### config.mk
export PLATFORM = sky130hd
export DESIGN_NAME = fetch_queue
export DESIGN_NICKNAME = d
export VERILOG_FILES = /design/src/rtl/fetch_queue.sv
export SDC_FILE = /design/constraint.sdc
export NUM_CORES = 1
export LEC_CHECK = 0
export CORE_UTILIZATION = 38
export CTS_CLUSTER_DIAMETER = 50
export DETAILED_ROUTE_END_ITERATION = 12
export PLACE_DENSITY = 0.61
export SLEW_MARGIN = 20
export SYNTH_ARGS = -nofsm -noshare
export SYNTH_HDL_FRONTEND = slang
export SYNTH_SLANG_ARGS = --single-unit
### constraint.sdc
create_clock -name clk -period 4.83 [get_ports clk]
set_clock_uncertainty 0.2 [all_clocks]
set_input_delay 0.966 -clock clk [delete_from_list [all_inputs] [get_ports clk]]
set_output_delay 0.966 -clock clk [all_outputs]
set_load 0.01 [all_outputs]
### src/rtl/fetch_queue.sv
`default_nettype none
// ============================================================================
// fetch_queue : fetch PC generator feeding a {pc, instr} FIFO, flushed on redirect
// Revision    : 1.0
// ============================================================================
module fetch_queue #(
  parameter int unsigned DEPTH    = 4,
  parameter logic [31:0] RESET_PC = 32'h0000_0000
) (
  input  logic                    clk,
  input  logic                    rst_n,
  input  logic                    fetch_en,
  output logic [31:0]             imem_addr,
  input  logic [31:0]             imem_rdata,
  input  logic                    redirect_valid,
  input  logic [31:0]             redirect_pc,
  output logic                    out_valid,
  input  logic                    out_ready,
  output logic [31:0]             out_instr,
  output logic [31:0]             out_pc,
  output logic [$clog2(DEPTH):0]  count
);

  localparam int unsigned AW     = $clog2(DEPTH);
  localparam logic [AW:0] C_FULL = (AW+1)'(DEPTH);

  logic [31:0]   fetch_pc_q, fetch_pc_d;
  logic [AW-1:0] rd_ptr_q, rd_ptr_d;
  logic [AW-1:0] wr_ptr_q, wr_ptr_d;
  logic [AW:0]   count_q, count_d;
  logic [31:0]   pc_mem_q    [DEPTH];
  logic [31:0]   instr_mem_q [DEPTH];

  logic w_pop;
  logic w_push;

  assign out_valid = (count_q != '0);
  assign w_pop     = out_valid && out_ready;
  // A full queue still accepts a fetch when the head leaves on the same edge.
  assign w_push    = fetch_en && !redirect_valid && ((count_q != C_FULL) || w_pop);

  always_comb begin
    fetch_pc_d = fetch_pc_q;
    rd_ptr_d   = rd_ptr_q;
    wr_ptr_d   = wr_ptr_q;
    count_d    = count_q;
    if (redirect_valid) begin
      fetch_pc_d = redirect_pc & 32'hFFFF_FFFC;
      rd_ptr_d   = '0;
      wr_ptr_d   = '0;
      count_d    = '0;
    end else begin
      if (w_pop) begin
        rd_ptr_d = rd_ptr_q + AW'(1);
      end
      if (w_push) begin
        wr_ptr_d   = wr_ptr_q + AW'(1);
        fetch_pc_d = fetch_pc_q + 32'd4;
      end
      if (w_push && !w_pop) begin
        count_d = count_q + (AW+1)'(1);
      end else if (w_pop && !w_push) begin
        count_d = count_q - (AW+1)'(1);
      end
    end
  end

  always_ff @(posedge clk) begin
    if (!rst_n) begin
      fetch_pc_q <= RESET_PC;
      rd_ptr_q   <= '0;
      wr_ptr_q   <= '0;
      count_q    <= '0;
    end else begin
      fetch_pc_q <= fetch_pc_d;
      rd_ptr_q   <= rd_ptr_d;
      wr_ptr_q   <= wr_ptr_d;
      count_q    <= count_d;
    end
  end

  // Storage needs no reset: empty entries are masked on the outputs.
  always_ff @(posedge clk) begin
    if (rst_n && w_push) begin
      pc_mem_q[wr_ptr_q]    <= fetch_pc_q;
      instr_mem_q[wr_ptr_q] <= imem_rdata;
    end
  end

  assign imem_addr = fetch_pc_q;
  assign count     = count_q;
  assign out_pc    = out_valid ? pc_mem_q[rd_ptr_q]    : 32'h0;
  assign out_instr = out_valid ? instr_mem_q[rd_ptr_q] : 32'h0;

endmodule
`default_nettype wire
==> flow_metrics.env, run 1 <==
export IMPL_yosys_warnings=0
export IMPL_layoutNonFillerInstCount=1253
export IMPL_clkTransAtPathRegs_ps=60
export IMPL_hold_viol_final=0
export IMPL_die_h_um=176
export IMPL_yosysSeqAreaShare_pct=71.5
export IMPL_wl_per_cell_um=20.4
export IMPL_fin_nets=913
export IMPL_fin_area_mm2=0.0148
export IMPL_ios=169
export IMPL_tightest_slew_ps=744
export IMPL_root_buffer="clkbuf_16"
export IMPL_synth_cell_types=35
export IMPL_grt_setup_unrepaired="false"
export IMPL_dieArea_mm2=0.0310
export IMPL_whs_path_depth=2
export IMPL_routed_wl_um=25600
export IMPL_path_max_fanout=32
export IMPL_avgSynthCellArea_um2=17.5
export IMPL_coreArea_mm2=0.0297
export IMPL_dp_hpwl_um=15900
export IMPL_grt_usage_pct=16.7
export IMPL_rr_worst_depth=9
export IMPL_cts_hold_buf=0
export IMPL_synth_cells=657
export IMPL_grt_max_degree=51
export IMPL_worst_setup_path_end_kind="output pin"
export IMPL_nFillCells=2529
export IMPL_h_tree_depth=2
export IMPL_syn2layout_area_growth_pct=28.8
export IMPL_cts_setup_buffers=0
export IMPL_portBuffers=162
export IMPL_synth_area_mm2=0.0115
export IMPL_max_slew_margin_pct=50.4
export IMPL_period_share_pct=82.6
export IMPL_cts_buffers=35
export IMPL_gr_total_overflow=0
export IMPL_cts_resized=0
export IMPL_placed_cell_area_mm2=0.0137
export IMPL_drc=0
export IMPL_pre_cts_ws_ps=863
export IMPL_viasPerCell=5.12
export IMPL_min_period_ps=3990
export IMPL_synth_seq_cells=287
export IMPL_arrival_ps=2820
export IMPL_maxCapViolCount=0
export IMPL_clockBufferDepth=3
export IMPL_status="completed"
export IMPL_start_kind="flop"
export IMPL_layout_commonest_cell="edfxtp_1"
export IMPL_core_rowCount=63
export IMPL_cts_tree="done"
export IMPL_slew_violations=0
export IMPL_die_w_um=176
export IMPL_p_leak_nw=4.73
export IMPL_crit_type="reg2out"
export IMPL_drt_iter0_drc=436
export IMPL_final_setup_tns_ps=0
export IMPL_vdd_drop_max_mv=0.188
export IMPL_hp_class="reg2reg"
export IMPL_antenna_found_initial=2
export IMPL_vias=6417
export IMPL_dr_pass1_iters=4
export IMPL_grt_pass1_vias=6456
export IMPL_ant_nets=0
export IMPL_drive_gt1_share_pct=16.9
export IMPL_setup_violations=0
export IMPL_required_ps=3660
export IMPL_cts_sinks=287
export IMPL_post_place_cells=1190
export IMPL_powerDensity_mw_per_mm2=397
export IMPL_initial_utilization_pct=38.7
export IMPL_place_gp_congestion=0.745
export IMPL_layout_common_cells="edfxtp_1 (248), clkdlybuf4s50_1 (162), and2_1 (64)"
export IMPL_utilization_pct=49.9
export IMPL_worst_skew_pair_late_latency_ps=520
export IMPL_grt_pass1_wl_um=38900
export IMPL_worst_slack_ps=843
export IMPL_timing_fmax_ghz=0.251
final cells by class:
class | count | area (µm²) | area share, %
flip-flops and latches | 287 | 8240 | 55.5
multi-input cells | 327 | 3090 | 20.9
repair buffers | 179 | 1810 | 12.2
clock buffers | 45 | 955 | 6.44
well taps | 390 | 488 | 3.29
clock inverters | 17 | 213 | 1.43
inverters | 7 | 26.3 | 0.177
diodes | 1 | 2.50 | 0.0169
report_power, final:
part | internal (mW) | switching [mW]
Combinational | 0.258 | 0.205
Sequential | 2.74 | 0.0620
Clock | 1.62 | 0.994
critical path: stages (launching register included):
cell and delay, ps:
dfxtp_4 720, buf_12 360, mux4_2 530, and2_1 200, clkdlybuf4s50_1 480
per-stage QoR:
step	hold WS (ps)	total power [mW]
2_1_floorplan	269	3.04
3_3_place_gp	295	3.32
3_5_place_dp	293	3.32
4_1_cts	301	5.94
5_1_grt	341	6.08
6_report	296	5.88
sequential cells by signal, indices dropped and copies added, names as in the netlist, named ones only:
register,flops
imem_addr,30
rd_ptr_q,2
wr_ptr_q,2
instr_mem_q,128
count,3
pc_mem_q,120
logic make-up after synthesis:
family	share of synthesized area [%]
compound gates	2.79
mux	12.3
flops	71.5
xor+xnor	2.51
simple gates	8.22
buf+inv	1.84
other cells	0.0326
fa+ha+maj	0.826
synth_stat cells:
| master | count | area [µm²] |
|---|---|---|
| xor2_1 | 11 | 96.3 |
| ha_1 | 6 | 75.1 |
| a21oi_1 | 26 | 130 |
| and3_1 | 1 | 6.26 |
| clkbuf_1 | 23 | 86.3 |
| fa_1 | 1 | 20.0 |
| mux2i_1 | 2 | 20.0 |
| or3_1 | 3 | 18.8 |
| a22o_1 | 3 | 26.3 |
| nand4_2 | 1 | 12.5 |
| and4_1 | 6 | 52.6 |
| o21ai_1 | 1 | 5.00 |
| edfxtp_1 | 248 | 7450 |
| nor4_1 | 4 | 25.0 |
| nand2_1 | 23 | 86.3 |
| mux4_2 | 62 | 1400 |
| and2_4 | 1 | 8.76 |
| buf_4 | 5 | 37.5 |
| nor3_1 | 11 | 55.1 |
| and2_1 | 68 | 425 |
| buf_6 | 1 | 11.3 |
| dfxtp_1 | 39 | 781 |
| o21ai_0 | 30 | 150 |
| nand4_1 | 8 | 50.1 |
| conb_1 | 1 | 3.75 |
| nor4_2 | 5 | 62.6 |
| clkinv_1 | 1 | 3.75 |
| nand4_4 | 1 | 21.3 |
| or4b_1 | 1 | 10.0 |
| inv_1 | 6 | 22.5 |
| xnor2_1 | 22 | 193 |
| nor2_1 | 11 | 41.3 |
| o211a_1 | 1 | 10.0 |
| nand3_1 | 14 | 70.1 |
| buf_2 | 10 | 50.1 |
layer usage:
| metal | global-route usage (%) | up-vias | share of wire [%] |
|---|---|---|---|
| li1 | - | 2926 | - |
| met1 | 24.3 | 3248 | 46 |
| met4 | 3.99 | 2 | 1.5 |
| met3 | 3.38 | 40 | 5.4 |
| met5 | 0 | - | 0.051 |
| met2 | 25.8 | 201 | 47 |
final timing paths:
check | slack (ps) | startpoint | end
max | 840 | flop | out_instr[18]
min | 300 | wr_ptr_q[1]$_SDFFE_PP0N_ | wr_ptr_q[1]$_SDFFE_PP0N_
max reg2reg | 1710 | count[0]$_SDFFE_PP0P_ | count[2]$_SDFFE_PP0P_
min reg2reg | 300 | wr_ptr_q[1]$_SDFFE_PP0N_ | wr_ptr_q[1]$_SDFFE_PP0N_
Note: power is estimated with default switching activity, not from simulation.
==> run 2: changes to the inputs <==
Settings changed: PLACE_DENSITY 0.61 to 0.64.
Clock period 4.83 ns to 3.45 ns, I/O delays scaled along.
==> run 2 against run 1 <==
Against the previous run:
- power increased by 34%
- die area unchanged
- cell area decreased by 0.84%
- largest power group unchanged
- highest routed layer is now met4
==> flow_metrics.env, run 2 (synthesized netlist as in run 1, its figures left out) <==
export IMPL_status="completed"
export IMPL_viasPerCell=5.05
export IMPL_max_slew_margin_pct=34.2
export IMPL_powerDensity_mw_per_mm2=536
export IMPL_cts_sinks=287
export IMPL_clkTransAtPathRegs_ps=60
export IMPL_cp_num_buf_inv=2
export IMPL_utilization_pct=49.5
export IMPL_seq_area_mm2=0.00824
export IMPL_n_antenna_cell=0
export IMPL_fin_area_mm2=0.0147
export IMPL_cp_cell_sequence="buf_12 -> mux4_2 -> and2_1 -> clkdlybuf4s50_1"
export IMPL_antenna_found_initial=0
export IMPL_slowest_delay_ps=530
export IMPL_root_buffer="clkbuf_16"
export IMPL_cts_buffers=36
export IMPL_routed_wl_um=24100
export IMPL_worst_setup_path_end_kind="output pin"
export IMPL_layout_commonest_cell="edfxtp_1"
export IMPL_dieArea_mm2=0.0310
export IMPL_period_share_pct=94.2
export IMPL_die_h_um=176
export IMPL_portBuffers=162
export IMPL_placed_cell_area_mm2=0.0137
export IMPL_path_max_fanout=34
export IMPL_start_kind="flop"
export IMPL_pwr_share_comb_pct=8.5
export IMPL_clockPowerShare_pct=41.9
export IMPL_gr_total_overflow=0
export IMPL_crit_slowest_cell="mux4_2"
export IMPL_clockBufferDepth=3
export IMPL_layoutNonFillerInstCount=1252
export IMPL_dr_pass1_iters=6
export IMPL_ios=169
export IMPL_final_setup_tns_ps=0
export IMPL_cts_resized=0
export IMPL_intPower_mw=6.17
export IMPL_slew_violations=0
export IMPL_grt_pass1_vias=6523
export IMPL_power_switching_mw=1.71
export IMPL_syn2layout_area_growth_pct=27.7
export IMPL_layout_common_cells="edfxtp_1 (248), clkdlybuf4s50_1 (162), and2_1 (64)"
export IMPL_cts_tree="done"
export IMPL_initial_utilization_pct=38.7
export IMPL_worst_skew_pair_late_latency_ps=500
export IMPL_crit_family="buffers and inverters"
export IMPL_grt_setup_unrepaired="false"
export IMPL_cts_setup_buffers=0
export IMPL_nFillCells=2485
export IMPL_vias=6327
export IMPL_required_ps=2560
export IMPL_maxCapViolCount=0
export IMPL_p_leak_nw=4.67
export IMPL_cts_hold_buf=0
export IMPL_switching_share_pct=21.7
export IMPL_post_place_cells=1191
export IMPL_setup_violations=0
export IMPL_drc=0
export IMPL_drt_iter0_drc=433
export IMPL_h_tree_depth=2
export IMPL_dp_hpwl_um=14600
export IMPL_power_frac_seq_pct=49.6
export IMPL_fin_nets=915
export IMPL_timing_fmax_ghz=0.308
export IMPL_hp_class="reg2reg"
export IMPL_grt_pass1_wl_um=38000
export IMPL_crit_type="reg2out"
export IMPL_die_w_um=176
export IMPL_grt_usage_pct=16.2
export IMPL_tightest_slew_ps=987
export IMPL_hold_viol_final=0
export IMPL_wl_per_cell_um=19.3
export IMPL_place_gp_congestion=0.760
export IMPL_arrival_ps=2360
export IMPL_core_rowCount=63
export IMPL_drive_gt1_share_pct=16.5
export IMPL_min_period_ps=3250
export IMPL_grt_max_degree=63
export IMPL_ant_nets=0
export IMPL_coreArea_mm2=0.0297
export IMPL_regMostFlops="instr_mem_q"
export IMPL_multi_input_area_mm2=0.00309
export IMPL_vdd_drop_max_mv=0.289
export IMPL_largest_reg_flops=128
-- run 2: cell count changes in the layout (fill, tap and decap cells not counted), sizes merged --
cell    previous run  this run
clkinv             8        16
inv               10         7
diode              1         0
buf               17        18
clkbuf            45        43
bufinv             4         0
-- run 2: final timing paths --
kind | slack [ps] | endpoint | cells after the start | start
setup / recovery | 200 | out_pc[5] | 4 | flop
hold reg to reg | 310 | wr_ptr_q[1]$_SDFFE_PP0N_ | 2 | wr_ptr_q[1]$_SDFFE_PP0N_
hold / removal | 310 | wr_ptr_q[1]$_SDFFE_PP0N_ | 2 | wr_ptr_q[1]$_SDFFE_PP0N_
setup reg to reg | 740 | count[2]$_SDFFE_PP0P_ | 9 | count[0]$_SDFFE_PP0P_
-- run 2: metal layers --
| metal | wire length [µm] | track usage, % | vias up | part of all wire [%] |
|---|---|---|---|---|
| met5 | 0 | 0 | - | 0 |
| met4 | 332 | 3.66 | 0 | 1.4 |
| met3 | 1520 | 3.81 | 30 | 6.3 |
| met2 | 11300 | 25.1 | 193 | 47 |
| met1 | 10900 | 23.2 | 3168 | 45 |
| li1 | - | - | 2936 | - |
-- run 2: area by class of cell --
cell class / instances / area share [%]
clock buffer: 43 / 6.45
clock inverter: 18 / 0.698
inverter: 7 / 0.179
multi-input combinational: 327 / 21.0
sequential: 287 / 56.0
tap: 390 / 3.32
timing repair buffer: 180 / 12.3
-- run 2: power by group through the flow --
stage	logic [mW]	registers, mW	clock network (mW)
CTS	0.686	3.91	3.37
floorplan	0.284	3.97	0
global route	0.731	3.92	3.52
global placement	0.679	3.98	0
detailed placement	0.683	3.98	0
finish	0.669	3.91	3.30
-- run 2: metrics by stage --
| step | setup WS (ps) | hold slack [ps] | power, mW |
|---|---|---|---|
| floorplan | 645 | 269 | 4.26 |
| global placement | 201 | 293 | 4.66 |
| detailed placement | 129 | 305 | 4.67 |
| CTS | 154 | 313 | 7.97 |
| global route | 86.4 | 343 | 8.17 |
| finish | 198 | 312 | 7.88 |
-- run 2: worst min-delay path, stage by stage, from the launching register on --
cell and delay [ps]:
dfxtp_1 340, nand2_1 70, a21oi_1 50
==> run 3: changes to the inputs <==
Settings changed: CELL_PAD_IN_SITES_DETAIL_PLACEMENT set to 2, CELL_PAD_IN_SITES_GLOBAL_PLACEMENT set to 2, CORE_MARGIN set to 3, CORE_UTILIZATION 38 to 36, PLACE_DENSITY 0.64 to 0.78.
==> run 3 against run 2 <==
Against the previous run:
- non-clock buffer count increased by 10
- sequential share of layout area decreased by 1.5 points
- highest routed layer unchanged
- register-to-register slack improved by 130 ps
- final cell count increased by 1.8%
- largest cell class unchanged
- first-iteration DRC count decreased by 15%
- cell area increased by 2.7%
- largest power group is now clock
- clock power increased by 24%
==> flow_metrics.env, run 3 (synthesized netlist as in run 1, its figures left out) <==
export IMPL_status="completed"
export IMPL_portBuffers=162
export IMPL_die_w_um=185
export IMPL_drive_gt1_share_pct=18.7
export IMPL_path_max_fanout=32
export IMPL_grt_pass1_vias=7483
export IMPL_vias=6607
export IMPL_final_setup_tns_ps=0
export IMPL_place_gp_congestion=0.706
export IMPL_crit_type="reg2out"
export IMPL_layout_common_cells="edfxtp_1 (248), clkdlybuf4s50_1 (162), and2_1 (64)"
export IMPL_utilization_pct=48.6
export IMPL_ant_nets=0
export IMPL_period_share_pct=96.8
export IMPL_min_period_ps=3340
export IMPL_required_ps=2560
export IMPL_pre_cts_ws_ps=172
export IMPL_whs_path_depth=2
export IMPL_worst_setup_path_end_kind="output pin"
export IMPL_hp_class="reg2reg"
export IMPL_hold_viol_final=0
export IMPL_timing_fmax_ghz=0.299
export IMPL_slowest_delay_ps=570
export IMPL_cts_buffers=37
export IMPL_pwr_share_comb_pct=8.1
export IMPL_root_buffer="clkbuf_16"
export IMPL_wl_per_cell_um=24.6
export IMPL_regMostFlops="instr_mem_q"
export IMPL_arrival_ps=2450
export IMPL_syn2layout_area_growth_pct=31.2
export IMPL_maxCapViolCount=0
export IMPL_worst_skew_pair_late_latency_ps=510
export IMPL_grt_pass1_wl_um=47400
export IMPL_grt_max_degree=51
export IMPL_viasPerCell=5.18
export IMPL_grt_usage_pct=18.4
export IMPL_gr_total_overflow=0
export IMPL_drt_iter0_drc=369
export IMPL_multi_input_area_mm2=0.00310
export IMPL_clockBufferDepth=3
export IMPL_cp_cell_sequence="buf_16 -> mux4_2 -> and2_1 -> clkdlybuf4s50_1"
export IMPL_clkTransAtPathRegs_ps=60
export IMPL_cts_hold_buf=0
export IMPL_p_leak_nw=4.85
export IMPL_drc=0
export IMPL_layout_commonest_cell="edfxtp_1"
export IMPL_slew_violations=0
export IMPL_n_antenna_cell=0
export IMPL_r2r_end="count[2]$_SDFFE_PP0P_"
export IMPL_power_frac_seq_pct=44.9
export IMPL_initial_utilization_pct=37.0
export IMPL_die_h_um=185
export IMPL_hold_end="wr_ptr_q[1]$_SDFFE_PP0N_"
export IMPL_dr_pass1_iters=4
export IMPL_cts_sinks=287
export IMPL_power_switching_mw=1.89
export IMPL_antenna_found_initial=0
export IMPL_largest_reg_flops=128
export IMPL_worst_slack_ps=110
export IMPL_coreArea_mm2=0.0311
export IMPL_cts_tree="done"
export IMPL_reg2reg_from="count[2]$_SDFFE_PP0P_"
export IMPL_setup_violations=0
export IMPL_start_kind="flop"
export IMPL_vdd_drop_max_mv=0.265
export IMPL_fin_nets=926
export IMPL_crit_slowest_cell="mux4_2"
export IMPL_fin_area_mm2=0.0151
export IMPL_placed_cell_area_mm2=0.0138
export IMPL_min_from="wr_ptr_q[1]$_SDFFE_PP0N_"
export IMPL_tightest_slew_ps=594
export IMPL_core_rowCount=64
export IMPL_rr_worst_depth=8
export IMPL_h_tree_depth=2
export IMPL_routed_wl_um=31300
export IMPL_ios=169
export IMPL_dp_hpwl_um=20000
export IMPL_post_place_cells=1207
export IMPL_powerDensity_mw_per_mm2=577
export IMPL_intPower_mw=6.82
export IMPL_grt_setup_unrepaired="false"
export IMPL_layoutNonFillerInstCount=1275
export IMPL_clockPowerShare_pct=47.0
export IMPL_max_slew_margin_pct=60.3
export IMPL_dieArea_mm2=0.0342
export IMPL_seq_area_mm2=0.00824
export IMPL_switching_share_pct=21.7
export IMPL_nFillCells=2857
export IMPL_r2r_slack_ps=870
-- run 3: layer usage --
layer  vias to the layer above  GRT usage [%]  wire [µm]
li1                       2948              -          -
met5                         -              0          0
met3                        50           3.26       1380
met4                         0           4.95        761
met1                      3415           24.3      13400
met2                       194           31.7      15800
-- run 3: critical path: cells and delay by family, from the launching register on --
| kind | cells | cell delay (ps) |
|---|---|---|
| mux | 1 | 570 |
| simple gates | 1 | 210 |
| flops | 1 | 400 |
| buf+inv | 2 | 760 |
-- run 3: stage by stage --
step | total power, mW | hold slack [ps]
floorplan | 4.26 | 269
global placement | 4.67 | 291
detailed placement | 4.70 | 311
CTS | 8.82 | 339
global route | 9.02 | 357
finish | 8.71 | 333
-- run 3: final cells by class --
class                      instances  share of cell area (%)
tap                              396                    3.28
clock inverter                    23                    2.10
clock buffer                      45                    6.61
sequential                       287                    54.5
multi-input combinational        327                    20.5
timing repair buffer             190                    12.8
inverter                           7                   0.174
-- run 3: how the worst max path moves through the flow --
stage                                startpoint                          end  slack [ps]  cells past startpoint
after floorplan                       out_ready  instr_mem_q[0][0]$_DFFE_PP_         640                      5
after global placement                out_ready        count[2]$_SDFFE_PP0P_         330                     10
after detailed placement              out_ready        count[2]$_SDFFE_PP0P_         170                     10
after CTS                 count[2]$_SDFFE_PP0P_                    out_pc[9]          30                      4
after global routing                       flop                 out_instr[1]           9                      4
final                                      flop                 out_instr[1]         110                      4
-- run 3: power by group through the flow --
| stage | Combinational, mW | Sequential [mW] | Clock [mW] |
|---|---|---|---|
| global route | 0.765 | 3.92 | 4.33 |
| CTS | 0.720 | 3.92 | 4.19 |
| floorplan | 0.284 | 3.97 | 0 |
| detailed placement | 0.711 | 3.99 | 0 |
| finish | 0.705 | 3.91 | 4.09 |
| global placement | 0.691 | 3.98 | 0 |
-- run 3: timing repair --
action,4_1_cts,5_1_grt
setup buffers,0,0
resized for setup,1,2
endpoints found under the setup margin,9,3
pin swaps,0,0
